===== config.mk =====
export PLATFORM = sky130hd
export DESIGN_NAME = id_stage_pipe
export DESIGN_NICKNAME = d
export VERILOG_FILES = /design/src/rtl/id_stage_pipe.sv
export SDC_FILE = /design/constraint.sdc
export NUM_CORES = 1
export LEC_CHECK = 0
export ABC_AREA = 1
export BUFFER_PORTS_ARGS = -buffer_cell sky130_fd_sc_hd__buf_4
export CAP_MARGIN = 20
export CORE_AREA = 3 3 138 140
export DETAILED_ROUTE_END_ITERATION = 8
export DIE_AREA = 0 0 141 143
export PLACE_DENSITY = 0.73
export SLEW_MARGIN = 30
export SYNTH_ARGS = -nofsm -noshare
export SYNTH_HDL_FRONTEND = slang
export SYNTH_SLANG_ARGS = --single-unit
export TNS_END_PERCENT = 20

===== constraint.sdc =====
create_clock -name clk -period 2.9 [get_ports clk]
set_clock_uncertainty 0.15 [all_clocks]
set_input_delay 0.58 -clock clk [delete_from_list [all_inputs] [get_ports clk]]
set_output_delay 0.58 -clock clk [all_outputs]
set_load 0.005 [all_outputs]

===== src/rtl/id_stage_pipe.sv =====
// Registered OpenMIPS decode stage: logic-immediate, LUI and R-type logic ops,
// EX/MEM operand forwarding, load-use stall, valid/ready ID/EX register.
// Build option: define ID_MEM_FWD_EN to enable forwarding from the MEM stage.
module id_stage_pipe #(
    parameter int DATA_W  = 32,
    parameter int RADDR_W = 5,
    parameter int CNT_W   = 16
) (
    input  logic               clk,
    input  logic               rst,
    input  logic               flush_i,
    input  logic               in_valid,
    output logic               in_ready,
    input  logic [31:0]        pc_i,
    input  logic [31:0]        inst_i,
    output logic               reg1_re,
    output logic               reg2_re,
    output logic [RADDR_W-1:0] reg1_addr,
    output logic [RADDR_W-1:0] reg2_addr,
    input  logic [DATA_W-1:0]  reg1_rdata,
    input  logic [DATA_W-1:0]  reg2_rdata,
    input  logic               ex_wreg_i,
    input  logic [RADDR_W-1:0] ex_wd_i,
    input  logic [DATA_W-1:0]  ex_wdata_i,
    input  logic               ex_is_load_i,
    input  logic               mem_wreg_i,
    input  logic [RADDR_W-1:0] mem_wd_i,
    input  logic [DATA_W-1:0]  mem_wdata_i,
    output logic               out_valid,
    input  logic               out_ready,
    output logic [7:0]         aluop_o,
    output logic [2:0]         alusel_o,
    output logic [DATA_W-1:0]  reg1_o,
    output logic [DATA_W-1:0]  reg2_o,
    output logic [RADDR_W-1:0] wd_o,
    output logic               wreg_o,
    output logic [31:0]        pc_o,
    output logic               inst_invalid_o,
    output logic               stall_req_o,
    output logic [CNT_W-1:0]   stall_cnt_o
);

    localparam logic [7:0] EXE_NOP_OP    = 8'h00;
    localparam logic [7:0] EXE_AND_OP    = 8'h24;
    localparam logic [7:0] EXE_OR_OP     = 8'h25;
    localparam logic [7:0] EXE_XOR_OP    = 8'h26;
    localparam logic [7:0] EXE_NOR_OP    = 8'h27;
    localparam logic [2:0] EXE_RES_NOP   = 3'b000;
    localparam logic [2:0] EXE_RES_LOGIC = 3'b001;

    logic [5:0]         w_op;
    logic [5:0]         w_funct;
    logic [4:0]         w_sa;
    logic [RADDR_W-1:0] w_rs;
    logic [RADDR_W-1:0] w_rt;
    logic [RADDR_W-1:0] w_rd;
    logic [DATA_W-1:0]  w_zimm;

    assign w_op    = inst_i[31:26];
    assign w_funct = inst_i[5:0];
    assign w_sa    = inst_i[10:6];
    assign w_rs    = RADDR_W'(inst_i[25:21]);
    assign w_rt    = RADDR_W'(inst_i[20:16]);
    assign w_rd    = RADDR_W'(inst_i[15:11]);
    assign w_zimm  = DATA_W'(inst_i[15:0]);

    logic               w_re1;
    logic               w_re2;
    logic [7:0]         w_aluop;
    logic [2:0]         w_alusel;
    logic [RADDR_W-1:0] w_wd;
    logic               w_wreg;
    logic               w_inv;
    logic [DATA_W-1:0]  w_imm;

    // Instruction decode; anything unrecognised becomes an invalid NOP.
    always_comb begin
        w_re1    = 1'b0;
        w_re2    = 1'b0;
        w_aluop  = EXE_NOP_OP;
        w_alusel = EXE_RES_NOP;
        w_wd     = w_rt;
        w_wreg   = 1'b0;
        w_inv    = 1'b1;
        w_imm    = '0;
        unique case (1'b1)
            (w_op == 6'b001100),
            (w_op == 6'b001101),
            (w_op == 6'b001110): begin
                w_re1    = 1'b1;
                w_alusel = EXE_RES_LOGIC;
                w_wreg   = 1'b1;
                w_inv    = 1'b0;
                w_imm    = w_zimm;
                if (w_op == 6'b001100)
                    w_aluop = EXE_AND_OP;
                else if (w_op == 6'b001101)
                    w_aluop = EXE_OR_OP;
                else
                    w_aluop = EXE_XOR_OP;
            end
            (w_op == 6'b001111): begin
                w_aluop  = EXE_OR_OP;
                w_alusel = EXE_RES_LOGIC;
                w_wreg   = 1'b1;
                w_inv    = 1'b0;
                w_imm    = w_zimm << 16;
            end
            (w_op == 6'b000000 && w_sa == 5'd0
             && w_funct[5:2] == 4'b1001): begin
                w_re1    = 1'b1;
                w_re2    = 1'b1;
                w_alusel = EXE_RES_LOGIC;
                w_wd     = w_rd;
                w_wreg   = 1'b1;
                w_inv    = 1'b0;
                unique case (w_funct[1:0])
                    2'b00:   w_aluop = EXE_AND_OP;
                    2'b01:   w_aluop = EXE_OR_OP;
                    2'b10:   w_aluop = EXE_XOR_OP;
                    default: w_aluop = EXE_NOR_OP;
                endcase
            end
            default: ;
        endcase
    end

    logic w_ex_hit1;
    logic w_ex_hit2;
    logic w_mem_hit1;
    logic w_mem_hit2;

    assign w_ex_hit1 = ex_wreg_i & (ex_wd_i == w_rs);
    assign w_ex_hit2 = ex_wreg_i & (ex_wd_i == w_rt);
`ifdef ID_MEM_FWD_EN
    assign w_mem_hit1 = mem_wreg_i & (mem_wd_i == w_rs);
    assign w_mem_hit2 = mem_wreg_i & (mem_wd_i == w_rt);
`else
    logic w_mem_unused;
    assign w_mem_hit1   = 1'b0;
    assign w_mem_hit2   = 1'b0;
    assign w_mem_unused = mem_wreg_i ^ (^mem_wd_i);
`endif

    logic [DATA_W-1:0] w_op1;
    logic [DATA_W-1:0] w_op2;

    // Operand select: r0, then EX, then MEM, then register file.
    always_comb begin
        w_op1 = reg1_rdata;
        w_op2 = reg2_rdata;
        if (w_rs == '0)
            w_op1 = '0;
        else if (w_ex_hit1)
            w_op1 = ex_wdata_i;
        else if (w_mem_hit1)
            w_op1 = mem_wdata_i;
        if (w_rt == '0)
            w_op2 = '0;
        else if (w_ex_hit2)
            w_op2 = ex_wdata_i;
        else if (w_mem_hit2)
            w_op2 = mem_wdata_i;
        if (!w_re1)
            w_op1 = '0;
        if (!w_re2)
            w_op2 = w_imm;
    end

    logic w_ex_ld;
    logic w_stall;
    logic w_accept;
    logic r_valid;

    assign w_ex_ld  = ex_is_load_i & ex_wreg_i & (ex_wd_i != '0);
    assign w_stall  = in_valid & w_ex_ld
                    & ((w_re1 & (ex_wd_i == w_rs))
                     | (w_re2 & (ex_wd_i == w_rt)));
    assign in_ready = !w_stall & !flush_i & (!r_valid | out_ready);
    assign w_accept = in_valid & in_ready;

    assign reg1_re     = w_re1;
    assign reg2_re     = w_re2;
    assign reg1_addr   = w_rs;
    assign reg2_addr   = w_rt;
    assign stall_req_o = w_stall;
    assign out_valid   = r_valid;

    // ID/EX register: flush beats accept; consume without accept leaves a bubble.
    always_ff @(posedge clk) begin
        if (rst) begin
            r_valid        <= 1'b0;
            aluop_o        <= EXE_NOP_OP;
            alusel_o       <= EXE_RES_NOP;
            reg1_o         <= '0;
            reg2_o         <= '0;
            wd_o           <= '0;
            wreg_o         <= 1'b0;
            pc_o           <= '0;
            inst_invalid_o <= 1'b0;
        end else if (flush_i) begin
            r_valid <= 1'b0;
            wreg_o  <= 1'b0;
        end else if (w_accept) begin
            r_valid        <= 1'b1;
            aluop_o        <= w_aluop;
            alusel_o       <= w_alusel;
            reg1_o         <= w_op1;
            reg2_o         <= w_op2;
            wd_o           <= w_wd;
            wreg_o         <= w_wreg;
            pc_o           <= pc_i;
            inst_invalid_o <= w_inv;
        end else if (r_valid && out_ready) begin
            r_valid <= 1'b0;
        end
    end

    // Saturating count of load-use stall cycles.
    always_ff @(posedge clk) begin
        if (rst)
            stall_cnt_o <= '0;
        else if (w_stall && stall_cnt_o != '1)
            stall_cnt_o <= stall_cnt_o + 1'b1;
    end

endmodule

# --- After elaboration in Yosys (flattened, before gate mapping) ---
# Index checks and enable logic that the tools add are counted.
word_totals:
  ff_bits: 131
  input_bits: 210
  out_inout_bits: 145
  wordCells: 73
op_classes:
  n_addsub: 1
  n_eq_ne: 10
  mux: 19
  bitwise_logic: 14
  n_reduce_logical: 19
op_table:
  columns: ["operator", "n"]
  rows:
  - ["$mux 32", 6]
  - ["$pmux 32 s2", 1]
  - ["$eq 6x4->1 const B", 4]
  - ["$pmux 6 s3", 1]
  - ["$add 16x1->16 const B", 1]
  - ["$ne 16x16->1 const B", 1]
  - ["$logic_not 5->1", 3]
  - ["$and 1x1->1", 11]
  - ["$eq 5x5->1", 2]
  - ["$mux 1", 7]
  - ["$logic_not 6->1", 1]
  - ["$pmux 2 s3", 1]
  - ["$mux 5", 1]
  - ["$reduce_bool 5->1", 1]
  - ["$reduce_or 5->1", 1]
  - ["$eq 4x4->1 const B", 1]
  - ["$logic_and 1x1->1", 4]
  - ["$mux 2", 2]
  - ["$reduce_or 4->1", 1]
  - ["$logic_not 1->1", 3]
  - ["$reduce_or 3->1", 1]
  - ["$eq 2x1->1 const B", 1]
  - ["$eq 2x2->1 const B", 1]
  - ["$logic_not 2->1", 1]
  - ["other kinds (5)", 6]

# --- Depth between registers and ports, before layout ---
# Gate-level depths: netlist (run 1).
logic_depth:
  ltp_word: 13
  ltp_mapped: 15
  mapped_depth_nobuf: 14

# --- Worst setup path before layout (run 1) ---
# OpenSTA, ideal clock, no wires.
synth_timing:
  path_kind: "input -> output"
  startpoint: "input inst_i[31]"
  endpoint: "output in_ready"
  arrival_time_ps: 1407
  t_required_ps: 2170
  slack_ps: 763
  cell_stages: 8
  n_path_buf: 0
  cell_sequence: "nor2_2 -> nand3_1 -> nor2_1 -> nand2_2 -> a21oi_2 -> nand2_2 -> inv_1 -> nor2_1"
synth_between:
  elab_chain_cells: 11
  word_cells_on_any_way: 16
  cone_classes: "3 x eq/ne; 2 x mux; 6 x bitwise; 5 x reduce/logical"
synth_lines:
  columns: ["item", "line_no", "text"]
  rows:
  - ["from (decl)", "15", "input logic [31:0] inst_i,"]
  - ["$logic_not 6->1", "109", "(w_op == 6'b000000 && w_sa == 5'd0"]
  - ["$logic_and 1x1->1", "109", null]
  - ["$logic_and 1x1->1", "110", "&& w_funct[5:2] == 4'b1001): begin"]
  - ["$reduce_or 4->1 (no line)", null, null]
  - ["$mux 1", "86", "unique case (1'b1)"]
  - ["$and 1x1->1", "177", "& ((w_re1 & (ex_wd_i == w_rs))"]
  - ["$or 1x1->1 *", "178", "| (w_re2 & (ex_wd_i == w_rt)));"]
  - ["$and 1x1->1 *", "177", null]
  - ["named net stall_req_o", "39", "output logic stall_req_o,"]
  - ["$logic_not 1->1 *", "179", "assign in_ready = !w_stall & !flush_i & (!r_valid | out_ready);"]
  - ["$and 1x1->1 * (2 in a row)", "179", null]
  - ["to (decl)", "13", "output logic in_ready,"]
# Mark *: on every way through the listed nets, which the timed path passes. The rest lies on a longest branch.

# --- Worst setup path after layout (run 1) ---
layout_timing:
  startpoint: "input inst_i[31]"
  endpoint: "output in_ready"
layout_between:
  elab_chain_cells: 11
  word_cells_on_any_way: 16
  cone_classes: "3 x eq/ne; 2 x mux; 6 x bitwise; 5 x reduce/logical"
layout_lines:
  columns: ["item", "line_no"]
  rows:
  - ["$logic_not 6->1", "109"]
  - ["$logic_and 1x1->1", "109"]
  - ["$logic_and 1x1->1", "110"]
  - ["$reduce_or 4->1 (no line)", null]
  - ["$mux 1", "86"]
  - ["$and 1x1->1", "177"]
  - ["$or 1x1->1 *", "178"]
  - ["$and 1x1->1 *", "177"]
  - ["$logic_not 1->1 *", "179"]
  - ["$and 1x1->1 * (2 in a row)", "179"]
# Every way passes the cells marked *; elsewhere a longest branch is shown, timed or not.

==> impl_metrics.toml, run 1 <==
[layout]
antenna_cells = 0
final_cell_mix = "335 x nand2_1, 319 x buf_4, 270 x nor2_1, 207 x inv_1, 124 x dfxtp_1"
nFillCells = 1789
layout_commonest_cell = "nand2_1"
area_growth_pct = 39.9
final_nets = 1755
drive_gt1_share_pct = 24.3

[die]
die-area_um2 = 20200
chipWidth_um = 141
die_h_um = 143
rows = 49
coreArea_um2 = 18000
start_util_pct = 41.6
io_pins = 355

[logic_synthesis]
synth_xor_area_share_pct = 1.87
synth_edf_count = 0
ys_seq_elements = 124
synth_mux_area_share_pct = 0
yosys.area_share.simple_pct = 39.4
post_synth_inst_count = 1280
synth_fa_ha_area_share_pct = 0.167
synth_top_cell_by_area = "dfxtp_1"
async_flop_share_pct = 0
netlist_area_um2 = 7480
yosysWarnings = 0
synth.yosys.seq_area_share_pct = 33.2
synth_top_family_by_area = "simple AND/OR/NAND/NOR gates"
synth_cell_type_count = 28
synth_top_area_share_pct = 33.2
synth-main-ff-cell = "dfxtp_1"
synthTopCellsByArea = "dfxtp_1 33%, nand2_1 17%, nor2_1 14%, inv_1 10%, nand3_1 5.0%"
synth_compound_area_share_pct = 8.15
avgSynthCellArea_um2 = 5.84

[cts]
htree_num_levels = 4
post_cts_resized = 0
cts_setup_buffers = 0
clock_sinks = 124
clk_pin_slew_ns = 0.06
cts_inserted_buffers = 17
clockBufferDepth = 2
cts_tree = "yes"
worstSkewPairLatency_ns = 0.42
ctsHoldBuffers = 0
cts_root_buffer = "clkbuf_16"

[sta]
finalSetupViolCount = 0
fmax_mhz = 383
timing.final.crit_share_pct = 89.9
grt_setup_unrepaired = "no"
drv_slew = 0
relSlewSlack_pct = 64.6
tightest_slew_ns = 0.530
finalCriticalPeriod_ns = 2.61
hold_viol = 0
tns_ns = 0

[global_routing]
grt_pass1_vias = 7592
gr-usage-met3_pct = 5.99
gr-usage-all-layers_pct = 24.7
grt_pass1_wl_um = 39400
grt_max_degree = 106
met1_usage_pct = 31.7
top_usage_layer = "met2"
grt-ovfl-total = 0
use_met2_pct = 41.2
antenna_found_initial = 0

[run]
cap_violations = 0

[setup_path]
r2r-start = "stall_cnt_o[0]"
ff2ff_setup_slack_ns = 0.59
worstReg2RegEnd = "stall_cnt_o[11]"
crit_fanout = 5
path_class = "in2out"
start_kind = "input pin"
required_ns = 2.17
r2r_cells = 8
crit_arrival_ns = 1.88
endpoint_kind = "output port"

[worst_hold_path]
hold_depth = 3
hold_class = "in2reg"
holdCritStartpoint = "pc_i[27]"
whs_endpoint = "pc_o[27]"

[route]
wl_per_cell_um = 14.3
ant_nets = 0
avgViaCountPerCell = 4.72
drtIter0Drc = 551
firstDrtPassIters = 5
wirelength_um = 25500
drc = 0
num_vias = 8434

[outcome]
status = "finished clean"

[placement]
port_buffers = 310
gp_congestion = 0.899
dp_hpwl_um = 19400

[power]
ir_drop_v = 0.000396
p_leak_nw = 5.63
finalPower_mw = 4.95
p_per_area_nw_per_um2 = 473
-- kinds of logic (layout without fill, tap and decap cells) --
kind of cell               after synthesis  in the layout
AOI/OAI and AO/OA                      115            115
xor gates and xnor gates                16             16
adders and majority gates                1              1
buffers and inverters                  298            570
DFF                                    124            124
other                                    1              6
and+or+nand+nor                        725            725
-- flip-flops by register name, indices dropped and copies added (netlist names), 3 cells and up --
signal	flops
reg2_o	32
pc_o	32
reg1_o	32
stall_cnt_o	16
aluop_o	3
wd_o	5
-- metal layers --
layer  vias to the layer above  part of all wire [%]
met5                         -                     0
met4                         0                   2.4
met3                        36                   8.2
met2                       349                    47
met1                      3705                    43
li1                       4344                     -
-- synthesized netlist by cell type (10+ instances only) --
cell      count
a21oi_1      62
buf_2        20
buf_4        28
clkbuf_1     25
dfxtp_1     124
inv_1       208
nand2_1     335
nand3_1      75
nand4_1      26
nor2_1      270
o21ai_0      31
o21bai_1     10
-- power breakdown --
| part | internal, mW | total (mW) | switching, mW |
|---|---|---|---|
| Combinational | 0.409 | 0.823 | 0.414 |
| Sequential | 1.80 | 1.84 | 0.0460 |
| Clock | 1.47 | 2.28 | 0.817 |
| Total | 3.67 | 4.95 | 1.28 |
-- through the flow --
stage	instance area [µm²]	instances	util (%)	setup WS (ns)	hold WS (ns)
2_1_floorplan	7490	1285	-	0.763	0.302
3_3_place_gp	9830	1754	54.7	0.294	0.297
3_5_place_dp	9830	1754	54.7	0.244	0.304
5_1_grt	10500	1786	58.2	0.127	0.228
4_1_cts	10500	1786	58.2	0.276	0.224
6_report	10500	1786	58.2	0.291	0.237
-- cell type report --
type | instances | area, µm² | share of cell area, %
Inverter | 213 | 801 | 7.65
Clock buffer | 19 | 443 | 4.23
Sequential cell | 124 | 2480 | 23.7
Clock inverter | 13 | 189 | 1.81
Timing Repair Buffer | 325 | 2510 | 24.0
Tap cell | 229 | 287 | 2.74
Multi-Input combinational cell | 863 | 3750 | 35.8
-- how the worst max path moves through the flow --
stage	from	depth (start not counted)	slack [ns]	to
2_1_floorplan	inst_i[31]	8	0.76	in_ready
3_3_place_gp	inst_i[31]	10	0.29	in_ready
3_5_place_dp	inst_i[31]	12	0.24	stall_cnt_o[11]
4_1_cts	inst_i[31]	10	0.28	in_ready
5_1_grt	inst_i[31]	10	0.13	in_ready
6_report	inst_i[31]	10	0.29	in_ready
-- critical path, stage by stage --
cell and delay, ns:
buf_4 0.11, nor2_2 0.23, nand3_2 0.18, inv_2 0.14, nand2_2 0.07, a21oi_2 0.15
nand2_2 0.12, inv_1 0.11, nor2_1 0.05, buf_4 0.13
Note: power is estimated with default switching activity, not from simulation.
==> run 2, diff against run 1 <==
--- a/config.mk
+++ b/config.mk
@@ -8,10 +8,15 @@
 export ABC_AREA = 1
 export BUFFER_PORTS_ARGS = -buffer_cell sky130_fd_sc_hd__buf_4
 export CAP_MARGIN = 20
-export CORE_AREA = 3 3 138 140
+export CELL_PAD_IN_SITES_DETAIL_PLACEMENT = 1
+export CELL_PAD_IN_SITES_GLOBAL_PLACEMENT = 2
+export CORE_ASPECT_RATIO = 1.1
+export CORE_MARGIN = 3
+export CORE_UTILIZATION = 24
+export CTS_BUF_LIST = sky130_fd_sc_hd__clkbuf_8 sky130_fd_sc_hd__clkbuf_16
 export DETAILED_ROUTE_END_ITERATION = 8
-export DIE_AREA = 0 0 141 143
-export PLACE_DENSITY = 0.73
+export PLACE_DENSITY_LB_ADDON = 0.1
+export SKIP_CTS_REPAIR_TIMING = 1
 export SLEW_MARGIN = 30
 export SYNTH_ARGS = -nofsm -noshare
 export SYNTH_HDL_FRONTEND = slang
==> impl_metrics.toml, run 2 (same netlist as run 1, synthesis figures left out) <==
[die]
chipWidth_um = 174
die-area_um2 = 33300
io_pins = 355
rows = 67
start_util_pct = 24.4
coreArea_um2 = 30600
die_h_um = 191

[layout]
drive_gt1_share_pct = 24.2
area_growth_pct = 42.2
utilization_pct = 34.7
antenna_cells = 0
fin_cells = 1973
nFillCells = 4030
final_cell_mix = "335 x nand2_1, 321 x buf_4, 270 x nor2_1, 210 x inv_1, 124 x dfxtp_1"
layout_commonest_cell = "nand2_1"
final_nets = 1759
top_regs = "pc_o: 32 flops, reg1_o: 32 flops, reg2_o: 32 flops"

[route]
avgViaCountPerCell = 4.28
drc = 0
firstDrtPassIters = 7
wl_per_cell_um = 16.4
ant_nets = 0
num_vias = 8453
wirelength_um = 32400
drtIter0Drc = 319

[setup_path]
required_ns = 2.17
worstPathCellList = "buf_4 > nor2_2 > nand3_1 > nor2_1 > nand2_2 > a21oi_2 > nand2_2 > inv_1 > nor2_1 > buf_4"
path_class = "in2out"
path_depth = 10
ff2ff_setup_slack_ns = 0.61
r2r-start = "stall_cnt_o[0]"
cp_num_buf_inv = 3
crit_arrival_ns = 1.93
start_kind = "input pin"
cpLargestDelayFamily = "simple AND/OR/NAND/NOR gates"
r2r_cells = 8
worstReg2RegEnd = "stall_cnt_o[14]"
cp-startpoint = "inst_i[31]"
max_stage_delay_ns = 0.24
crit_end = "in_ready"
crit_path_top_delay_cell = "nor2_2"
endpoint_kind = "output port"
crit_fanout = 8

[sta]
fmax_mhz = 376
drv_slew = 0
hold_viol = 0
relSlewSlack_pct = 50.4
timing.final.crit_share_pct = 91.7
final.setup.worst_slack_ns = 0.242
grt_setup_unrepaired = "no"
tightest_slew_ns = 0.745
finalSetupViolCount = 0
tns_ns = 0
finalCriticalPeriod_ns = 2.66

[global_routing]
grt-ovfl-total = 0
gr-usage-all-layers_pct = 19.3
antenna_found_initial = 1
grt_max_degree = 65
grt_pass1_wl_um = 49400
grt_pass1_vias = 8506

[placement]
port_buffers = 310
dp_hpwl_um = 24900
gp_congestion = 0.784
post-place-ws_ns = 0.112
placed_cells = 1943

[cts]
htree_num_levels = 4
clk_pin_slew_ns = 0.05
cts_inserted_buffers = 17
worstSkewPairLatency_ns = 0.43
cts_tree = "yes"
clockBufferDepth = 2
clock_sinks = 124
cts_root_buffer = "clkbuf_16"

[power]
p_leak_nw = 5.62
p_per_area_nw_per_um2 = 436
ir_drop_v = 0.000382
finalPower_mw = 4.64

[worst_hold_path]
hold_class = "in2reg"

[outcome]
status = "finished clean"

[run]
cap_violations = 0
[run 2: worst min-delay path: stages]
cell and delay [ns]:
buf_4 0.07, nor2_1 0.03, nor2_1 0.08
[run 2: power by group]
group,internal (mW),switching [mW]
Clock,1.11,0.829
Combinational,0.417,0.441
Sequential,1.80,0.0473
[run 2: cell type report]
class                   count  area (µm²)  share of cell area [%]
inverters                 213         801                    7.53
well taps                 414         518                    4.87
flip-flops and latches    124        2480                    23.4
multi-input cells         863        3750                    35.2
clock inverters            11        57.6                   0.542
clock buffers              19         453                    4.26
repair buffers            329        2570                    24.2
[run 2: worst min path at each step]
stage                start           to  slack (ns)  depth (start not counted)
6_report          pc_i[11]     pc_o[11]        0.23                          3
3_3_place_gp   alusel_o[0]  alusel_o[0]        0.30                          2
2_1_floorplan       wreg_o       wreg_o        0.30                          2
5_1_grt           pc_i[28]     pc_o[28]        0.21                          3
4_1_cts           pc_i[29]     pc_o[29]        0.20                          3
3_5_place_dp        wreg_o       wreg_o        0.31                          2
[run 2: routing by layer]
| layer | GRT usage, % | vias up | wire, µm |
|---|---|---|---|
| li1 | - | 4355 | - |
| met1 | 22.3 | 3841 | 13500 |
| met2 | 34.5 | 224 | 16100 |
| met3 | 6.16 | 31 | 2310 |
| met4 | 4.64 | 2 | 538 |
| met5 | 0 | - | 13 |
[run 2: through the flow]
step / hold slack, ns / instance area, µm²
after floorplan: 0.302 / 7490
after CTS: 0.202 / 10600
after detailed placement: 0.311 / 10100
final: 0.226 / 10600
after global routing: 0.214 / 10600
after global placement: 0.301 / 10100
==> run 3, diff against run 2 <==
--- a/config.mk
+++ b/config.mk
@@ -14,6 +14,7 @@
 export CORE_MARGIN = 3
 export CORE_UTILIZATION = 24
 export CTS_BUF_LIST = sky130_fd_sc_hd__clkbuf_8 sky130_fd_sc_hd__clkbuf_16
+export CTS_CLUSTER_DIAMETER = 150
 export DETAILED_ROUTE_END_ITERATION = 8
 export PLACE_DENSITY_LB_ADDON = 0.1
 export SKIP_CTS_REPAIR_TIMING = 1
==> constraint.sdc (replaced) <==
create_clock -name clk -period 2.9 [get_ports clk]
set_clock_uncertainty 0.15 [all_clocks]
set_input_delay 0.29 -clock clk [delete_from_list [all_inputs] [get_ports clk]]
set_output_delay 0.29 -clock clk [all_outputs]
set_load 0.005 [all_outputs]
==> impl_metrics.toml, run 3 (same netlist as run 1, synthesis figures left out) <==
[outcome]
status = "finished, violations left"
violations = "hold timing"

[die]
rows = 67
io_pins = 355
start_util_pct = 24.4
coreArea_um2 = 30600
die-area_um2 = 33300
die_h_um = 191
chipWidth_um = 174

[worst_hold_path]
hold_class = "in2reg"

[setup_path]
worst_path_most_repeated_cell = "nand3_1"
crit_path_top_delay_cell = "dfxtp_1"
path_class = "reg2reg"
cp_num_buf_inv = 0
max_stage_delay_ns = 0.45
cpLargestDelayFamily = "simple AND/OR/NAND/NOR gates"
endpoint_kind = "flip-flop"
crit_arrival_ns = 2.49
crit_fanout = 16
required_ns = 3.10
start_kind = "flip-flop"
ff2ff_setup_slack_ns = 0.61
worstPathCellList = "ha_1 > nand3_1 > nor2_2 > nand3_1 > nand3b_4 > nand3_2 > nand2_1 > a21oi_1"

[route]
wirelength_um = 33100
wl_per_cell_um = 16.5
firstDrtPassIters = 4
drtIter0Drc = 320
avgViaCountPerCell = 4.26
num_vias = 8535
ant_nets = 0
drc = 0

[layout]
fin_cells = 2004
final_cell_mix = "335 x nand2_1, 320 x buf_4, 270 x nor2_1, 207 x inv_1, 124 x dfxtp_1"
area_growth_pct = 46.6
final_nets = 1788
layout_commonest_cell = "nand2_1"
top_regs = "pc_o: 32 flops, reg1_o: 32 flops, reg2_o: 32 flops"
nFillCells = 3989
design_area_um2 = 11000
multi_input_area_um2 = 3750
drive_gt1_share_pct = 23.8
utilization_pct = 35.8
seqCellArea_um2 = 2480
antenna_cells = 0

[cts]
worstSkewPairLatency_ns = 0.42
cts_root_buffer = "clkbuf_16"
htree_num_levels = 4
cts_inserted_buffers = 17
clock_sinks = 124
cts_tree = "yes"
clockBufferDepth = 2
clk_pin_slew_ns = 0.06

[sta]
relSlewSlack_pct = 44.9
fmax_mhz = 436
timing.final.crit_share_pct = 79.0
tightest_slew_ns = 0.826
hold_viol = 2
tns_ns = 0
finalSetupViolCount = 0
finalCriticalPeriod_ns = 2.29
drv_slew = 0
hold-worst-slack_ns = -0.00455
grt_setup_unrepaired = "no"

[run]
cap_violations = 0

[power]
p_leak_nw = 5.73
p_per_area_nw_per_um2 = 448
ir_drop_v = 0.000324

[placement]
placed_cells = 1939
port_buffers = 310
dp_hpwl_um = 24600
placed_area_um2 = 10000
gp_congestion = 0.781

[global_routing]
antenna_found_initial = 2
grt_max_degree = 80
grt-ovfl-total = 0
grt_pass1_vias = 8459
grt_pass1_wl_um = 49700
gr-usage-all-layers_pct = 19.3
[run 3: changes by cell type in the layout (fill, tap and decap cells not counted), sizes merged]
cell	previous run	this run
dlygate4sd3	0	33
clkinv	8	6
buf	329	325
clkbuf	19	18
clkinvlp	1	5
inv	215	214
bufinv	0	2
[run 3: final cells by class]
cell class	instances	area share, %
inverters	213	7.30
multi-input cells	863	34.2
flip-flops and latches	124	22.6
well taps	414	4.72
clock buffers	18	4.01
clock inverters	14	1.31
repair buffers	358	25.8
[run 3: worst register-to-register path: stages, from the launching register on]
cell	delay, ns
dfxtp_1	0.45
ha_1	0.25
nand3_1	0.11
nor2_2	0.23
nand3_1	0.15
nand3b_4	0.31
nand3_2	0.35
nand2_1	0.09
a21oi_1	0.13
[run 3: path summary, 6_finish.rpt]
check	startpoint	endpoint	depth (start not counted)
max reg2reg	stall_cnt_o[0]	stall_cnt_o[3]	8
min reg2reg	wreg_o	wreg_o	2
max	stall_cnt_o[0]	stall_cnt_o[3]	8
min	flush_i	wreg_o	4
[run 3: metal layers]
metal / global-route usage (%) / vias to the layer above / wire [µm]
li1: - / 4413 / -
met1: 22.5 / 3890 / 13900
met2: 34.9 / 210 / 16800
met3: 6.06 / 18 / 2110
met4: 3.59 / 4 / 225
met5: 0 / - / 34
[run 3: stage by stage]
stage | power, mW | worst slack, ns
after floorplan | 2.28 | 1.02
after global placement | 2.74 | 0.531
after detailed placement | 2.75 | 0.501
after CTS | 4.98 | 0.547
after global routing | 5.20 | 0.321
final | 4.91 | 0.609
[run 3: where the power goes]
group / internal, mW / switching, mW
Sequential: 1.80 / 0.0490
Clock: 1.29 / 0.892
Combinational: 0.438 / 0.450
